==> src/rtl/apb_master.sv <==
// apb_master
//   Bridges the CPU data port onto the peripheral APB bus. One request at a
//   time is latched in IDLE, then driven through SETUP and ACCESS. The CPU
//   is stalled until the selected slave raises its PREADY.
//
// Ports
//   clk, rst              clock, synchronous active-high reset
//   transfer/write/addr/wdata   CPU request (sampled in IDLE only)
//   ready, rdata          CPU completion pulse and load data (combinational)
//   PADDR/PWDATA/PWRITE   latched request onto APB
//   PENABLE, PSEL0..4     APB phase and slave selects (RAM,GPO,GPI,GPIO,UART)
//   PRDATA0..4, PREADY0..4  per-slave read data and ready
//
// state  | meaning
// IDLE   | waiting for transfer; all selects low
// SETUP  | PSELx high, PENABLE low, one cycle
// ACCESS | PSELx and PENABLE high until selected PREADY (or unmapped)
module apb_master #(
  parameter int ADDR_W = 32,
  parameter int DATA_W = 32
) (
  input  logic              clk,
  input  logic              rst,
  input  logic              transfer,
  input  logic              write,
  input  logic [ADDR_W-1:0] addr,
  input  logic [DATA_W-1:0] wdata,
  output logic              ready,
  output logic [DATA_W-1:0] rdata,
  output logic [ADDR_W-1:0] PADDR,
  output logic [DATA_W-1:0] PWDATA,
  output logic              PWRITE,
  output logic              PENABLE,
  output logic              PSEL0,
  output logic              PSEL1,
  output logic              PSEL2,
  output logic              PSEL3,
  output logic              PSEL4,
  input  logic [DATA_W-1:0] PRDATA0,
  input  logic [DATA_W-1:0] PRDATA1,
  input  logic [DATA_W-1:0] PRDATA2,
  input  logic [DATA_W-1:0] PRDATA3,
  input  logic [DATA_W-1:0] PRDATA4,
  input  logic              PREADY0,
  input  logic              PREADY1,
  input  logic              PREADY2,
  input  logic              PREADY3,
  input  logic              PREADY4
);

  typedef enum logic [1:0] {IDLE, SETUP, ACCESS} state_t;

  state_t      state;
  logic [4:0]  pSel;
  logic [4:0]  pReadyVec;
  logic [19:0] addrPage;
  logic        accessDone;

  function automatic logic [4:0] decodePage(input logic [19:0] page);
    case (page)
      20'h10000: decodePage = 5'b00001;
      20'h10001: decodePage = 5'b00010;
      20'h10002: decodePage = 5'b00100;
      20'h10003: decodePage = 5'b01000;
      20'h10004: decodePage = 5'b10000;
      default:   decodePage = 5'b00000;
    endcase
  endfunction

  assign addrPage  = addr[31:12];
  assign pReadyVec = {PREADY4, PREADY3, PREADY2, PREADY1, PREADY0};

  // An unmapped address has no select, so ACCESS completes at once rather
  // than waiting on a PREADY nobody will drive.
  assign accessDone = (state == ACCESS) && ((pSel == 5'b0) || ((pSel & pReadyVec) != 5'b0));
  assign ready      = accessDone;

  assign {PSEL4, PSEL3, PSEL2, PSEL1, PSEL0} = pSel;

  always_comb begin
    rdata = '0;
    if (accessDone) begin
      if (pSel[0])      rdata = PRDATA0;
      else if (pSel[1]) rdata = PRDATA1;
      else if (pSel[2]) rdata = PRDATA2;
      else if (pSel[3]) rdata = PRDATA3;
      else if (pSel[4]) rdata = PRDATA4;
    end
  end

  // Selects are decoded from the incoming address when the request is
  // latched, so they come out of a flop together with PADDR.
  always_ff @(posedge clk) begin
    if (rst) begin
      state   <= IDLE;
      pSel    <= '0;
      PENABLE <= 1'b0;
      PADDR   <= '0;
      PWDATA  <= '0;
      PWRITE  <= 1'b0;
    end else begin
      case (state)
        IDLE: begin
          if (transfer) begin
            PADDR  <= addr;
            PWDATA <= wdata;
            PWRITE <= write;
            pSel   <= decodePage(addrPage);
            state  <= SETUP;
          end
        end
        SETUP: begin
          PENABLE <= 1'b1;
          state   <= ACCESS;
        end
        ACCESS: begin
          if (accessDone) begin
            pSel    <= '0;
            PENABLE <= 1'b0;
            state   <= IDLE;
          end
        end
        default: begin
          pSel    <= '0;
          PENABLE <= 1'b0;
          state   <= IDLE;
        end
      endcase
    end
  end

endmodule

==> config.mk <==
export PLATFORM = sky130hd
export DESIGN_NAME = apb_master
export DESIGN_NICKNAME = d
export VERILOG_FILES = /design/src/rtl/apb_master.sv
export SDC_FILE = /design/constraint.sdc
export NUM_CORES = 1
export LEC_CHECK = 0
export CAP_MARGIN = 30
export CORE_AREA = 2 2 130 132
export CTS_CLUSTER_DIAMETER = 40
export DETAILED_ROUTE_END_ITERATION = 12
export DIE_AREA = 0 0 132 134
export HOLD_SLACK_MARGIN = 0.06
export PLACE_DENSITY = 0.74
export SLEW_MARGIN = 20
export SYNTH_ARGS = -nofsm -noshare
export SYNTH_HDL_FRONTEND = slang
export SYNTH_SLANG_ARGS = --single-unit
==> constraint.sdc <==
create_clock -name clk -period 5.46 [get_ports clk]
set_input_delay 1.638 -clock clk [delete_from_list [all_inputs] [get_ports clk]]
set_output_delay 1.638 -clock clk [all_outputs]
set_load 0.02 [all_outputs]
* After elaboration in Yosys (flattened, before gate mapping)
Index checks and enable logic that the tools add are counted.
** Operators by class
- Equal/unequal tests :: 9
- Muxes and demuxes :: 15
- Bitwise operators :: 3
- Reductions and logical operators :: 9
** Operators with widths (count)
- $mux W32 :: 6
- $eq A20 B17 Y1 const B :: 5
- $pmux W5 S5 :: 1
- $pmux W5 S3 :: 1
- $mux W5 :: 2
- $pmux W2 S3 :: 1
- $reduce_and A2 Y1 :: 3
- $and A5 B5 Y5 :: 1
- $logic_not A5 Y1 :: 1
- $reduce_bool A5 Y1 :: 1
- $mux W2 :: 2
- $ne A2 B2 Y1 const B :: 2
- $pmux W1 S3 :: 1
- $reduce_and A3 Y1 :: 1
- $eq A2 B1 Y1 const B :: 1
- $eq A2 B2 Y1 const B :: 1
- $logic_not A2 Y1 :: 1
- $not A1 Y1 :: 2
- $logic_and A1 B1 Y1 :: 1
- $logic_or A1 B1 Y1 :: 1
- $mux W1 :: 1
** Storage, ports and cells
- Register bits after elaboration :: 73
- Output and inout port bits :: 104

* Depth between registers and ports, before layout
- Depth after elaboration :: 6
- Gate-level depth with buffers :: 7
- Gate-level depth less buffers :: 4

* Least setup slack after synthesis
Ideal clock, no wire load.
- Kind :: in2out
- From :: in PREADY2
- To :: out rdata[0]
- Data arrival time :: 2595 ps
- Required time :: 3822 ps
- Setup slack :: 1227 ps
- Cell stages on the path :: 5
- Buffers on the path :: 1
- Path through :: a222oi_1 -> nand2_1 -> o21bai_2 -> buf_6 -> nor3_2
** On the way
- Cells in the longest elaborated chain, start to end :: 5
** Ends and longest elaborated chain
- start: declaration :: line 46 : input logic PREADY2,
- $and A5 B5 Y5 :: line 75 : assign accessDone = (state == ACCESS) && ((pSel == 5'b0) || ((pSel & pReadyVec) != 5'b0));
- $reduce_bool A5 Y1 :: line 75
- $logic_or A1 B1 Y1 :: line 75
- $logic_and A1 B1 Y1 :: line 75
- $mux W32 :: line 82 : if (accessDone) begin
- end: declaration :: line 29 : output logic [DATA_W-1:0] rdata,
Every way passes these cells.

* Final worst setup path
- From :: in PREADY2
- To :: out rdata[9]
Same word-level chain as after synthesis.

==> results by group <==
Worst setup path
  – WP data arrival: 3.68 ns
  – Max FO, Critical Path: 16
  – Critical Path RT: 3.82 ns
  – Most frequent CP cell: clkdlybuf4s50_1
  – CP Cell Sequence: clkdlybuf4s50_1 > a222oi_1 > nand2_1 > o21bai_4 > clkbuf_16 > nor3_2 > clkdlybuf4s50_1
  – CP max-delay cell: clkdlybuf4s50_1
  – CP peak stage delay: 0.54 ns
  – CP Capture Type: output pin
  – FF-to-FF path depth: 5
  – Critical path class: primary input to output pin
  – Worst Setup SP: PREADY2
  – Reg2reg start: state[1]
  – Crit path launch type: primary input

Logic synthesis
  – Yosys top cell by area: dfxtp_1
  – Mapped Cells: 565
  – Synth Area in XOR/XNOR: 0%
  – Synth Warn #: 0
  – Post-Synth Adder-Cell Area: 0%
  – Area contributors post-synth: dfxtp_1, nand2_1, a21oi_1, nor2b_1, nor3_2
  – Post-synth top area share: between 30% and 40%
  – Syn nets: 798
  – Unique cell type count in the Yosys netlist: 32
  – Proportion of synthesized area in mux cells: 1.17%
  – Synth Area in Compound Gates: between 20% and 30%
  – Avg Inst Size Synth: 7.59 sq um
  – Post-Syn Area: approximately 4300 sq um
  – Synth Area in Simple Gates: 32.5%
  – Largest family of logic cells by synthesized area: simple AND/OR/NAND/NOR gates
  – Synth Register Bits: 73
  – Sequential area share after synthesis: about a third

Global route
  – First-pass GRT wire length: 28900 microns
  – Initial antenna violation count: 2
  – Largest net degree at the start of global routing: 69
  – Gr usage total: 20.7%
  – Number of global-route vias before repair: a little over 5000
  – Remaining global-route overflow: 0

Final layout
  – Share of cells above drive strength 1: 7.67%
  – Final Non-Filler Cells: about 1100
  – # fillers: 1605
  – Multi-input gate area: around 2600 sq um
  – Final core occ: 49.8%
  – Final instance area: 8120 sq um
  – Seq. cell area: ~1500 sq um
  – Nets: 1102
  – Area delta synth->final: 89.3%

Route
  – Wire length per cell: 17.9 microns
  – DRT iter0 DRCs: 303
  – Via density: 4.81
  – Post-Route WL: approximately 20000 microns
  – Routed Antenna Nets: 0
  – Number of iterations in the first detailed-routing pass: 5
  – Detailed-route DRC error count: 0
  – Via count of the routed design: about 5300

Die
  – Core region area: around 16000 sq um
  – I/O pins: 337
  – Initial core utilization: 26.3%
  – Die X: 132 microns
  – # rows: 47
  – Die area: about 18000 sq um
  – Die Ht: 134 microns

Timing
  – Fmax: about 190 MHz
  – Final setup viols: 0
  – Min Tclk post-route: 5.32 ns
  – Worst Clk Skew: 0.00828 ns
  – Slack of the critical path: 0.139 ns
  – Final hold vios: 0
  – Rel. slew slack: between 30% and 40%
  – Slew Viols, Final: 0
  – Final Cycle Share: 97.5%
  – Worst-margin pin slew: 0.917 ns

Clocking
  – Root buf cell: clkbuf_16
  – CTS tree: built
  – PostCTS Resize Cnt: 0
  – Clock Latency Late Sink: 0.33 ns
  – Sinks on Clock Net: 73
  – CTS max path bufs: 2
  – CTS clk-pin slew, worst paths: 0.06 ns
  – CTS Buf Count: 9
  – Setup bufs post-CTS: 0
  – H-tree Lvls: 3

Power and ir drop
  – Leakage power total: 2.74 nW
  – Pwr Density: 183 nW/um^2
  – Worst VDD drop: 0.169 mV

Worst hold path
  – Worst Hold Class: flip-flop to flip-flop
  – Hold path cells: 2
  – HP Start: PADDR[19]

Placement
  – Placed instance area: 7790 sq um
  – I/O Buffers: between 300 and 400
  – DP Worst Slack: about 0.17 ns
  – GP Congestion: 0.836
  – DP HPWL: 14500 microns
  – Dpl cells: approximately 1100

Status
  – Status: finished, final reports clean

Job
  – Max cap viols: 0
critical path, delay by kind of cell:
kind | cells | cell delay, ns
compound gates | 2 | 0.59
simple gates | 2 | 0.23
buf+inv | 3 | 1.21
timing repair:
item | 4_1_cts | 5_1_grt
hold buffers | 0 | 0
endpoints found under the hold margin | 0 | 0
endpoints found under the setup margin | 0 | 2
synth_stat cells (all sizes together):
cell type  number
nor4            3
nor3b           2
nor2b          66
or4             1
dfxtp          73
o21a            1
nand3           5
nor4b           2
nand2         131
o21bai          1
a21oi          98
a22oi           1
nand2b          6
nor2            7
a2bb2oi         1
inv             2
nor3           35
mux2i           5
buf            11
a221oi         33
and2            1
clkbuf         43
a222oi          2
o31a           33
and4            1
a211oi          1
area by class of cell:
cell class / instances / area share [%]
Antenna cell: 2 / 0.0617
Clock buffer: 11 / 2.99
Clock inverter: 5 / 0.385
Inverter: 2 / 0.0925
Multi-Input combinational cell: 436 / 32.0
Sequential cell: 73 / 18.0
Tap cell: 220 / 3.39
Timing Repair Buffer: 347 / 43.0
final timing paths:
kind / endpoint / slack, ns
setup reg to reg: PADDR[18] / 3.47
hold reg to reg: PADDR[19] / 0.45
setup / recovery: rdata[9] / 0.14
hold / removal: PADDR[19] / 0.45
power by group:
| part | switching [mW] | internal [mW] | leakage (nW) |
|---|---|---|---|
| registers | 0.0150 | 0.564 | 0.601 |
| logic | 0.144 | 0.224 | 2.01 |
| clock network | 0.221 | 0.318 | 0.135 |
| total | 0.379 | 1.11 | 2.74 |
state kept, by name (all words and copies together), names as in the netlist:
register and count:
state 2, PENABLE 1, PADDR 32, PWDATA 32
PWRITE 1, pSel 5
layout by cell type, fill, tap and decap left out, types with 2 or more instances in the layout:
master,n
nand2b_1,6
nor3_1,6
nor4_1,3
a21oi_1,97
o31a_1,33
nor3_2,29
a222oi_1,2
clkdlybuf4s50_1,335
nor4b_1,2
buf_4,8
diode_2,2
dfxtp_1,70
clkbuf_16,10
nor2b_1,65
nand3_1,5
nor3b_1,2
dfxtp_2,3
mux2i_1,5
a221oi_1,33
clkinv_2,3
nand2_1,130
nor2_1,6
stage by stage:
step                      power (mW)  hold slack (ns)  TNS [ns]
after floorplan                0.703            0.495         0
after global placement         0.951            0.441         0
after detailed placement       0.955            0.446         0
after CTS                       1.50            0.453         0
after global routing            1.55            0.465   -0.0117
final                           1.49            0.451         0
layer usage:
layer | wire, microns | global-route usage (%) | part of all wire, %
met1 | 7510 | 23.4 | 38
met2 | 9830 | 36.4 | 50
met3 | 1720 | 6.80 | 8.8
met4 | 513 | 7.61 | 2.6
met5 | 0 | 0 | 0
logic make-up (layout without fill, tap and decap cells):
logic type | after synthesis | after routing
compound gates | 171 | 171
mux | 5 | 5
buf+inv | 56 | 365
other cells | 0 | 2
simple gates | 260 | 260
flops | 73 | 73
Note: power is estimated with default switching activity, not from simulation.
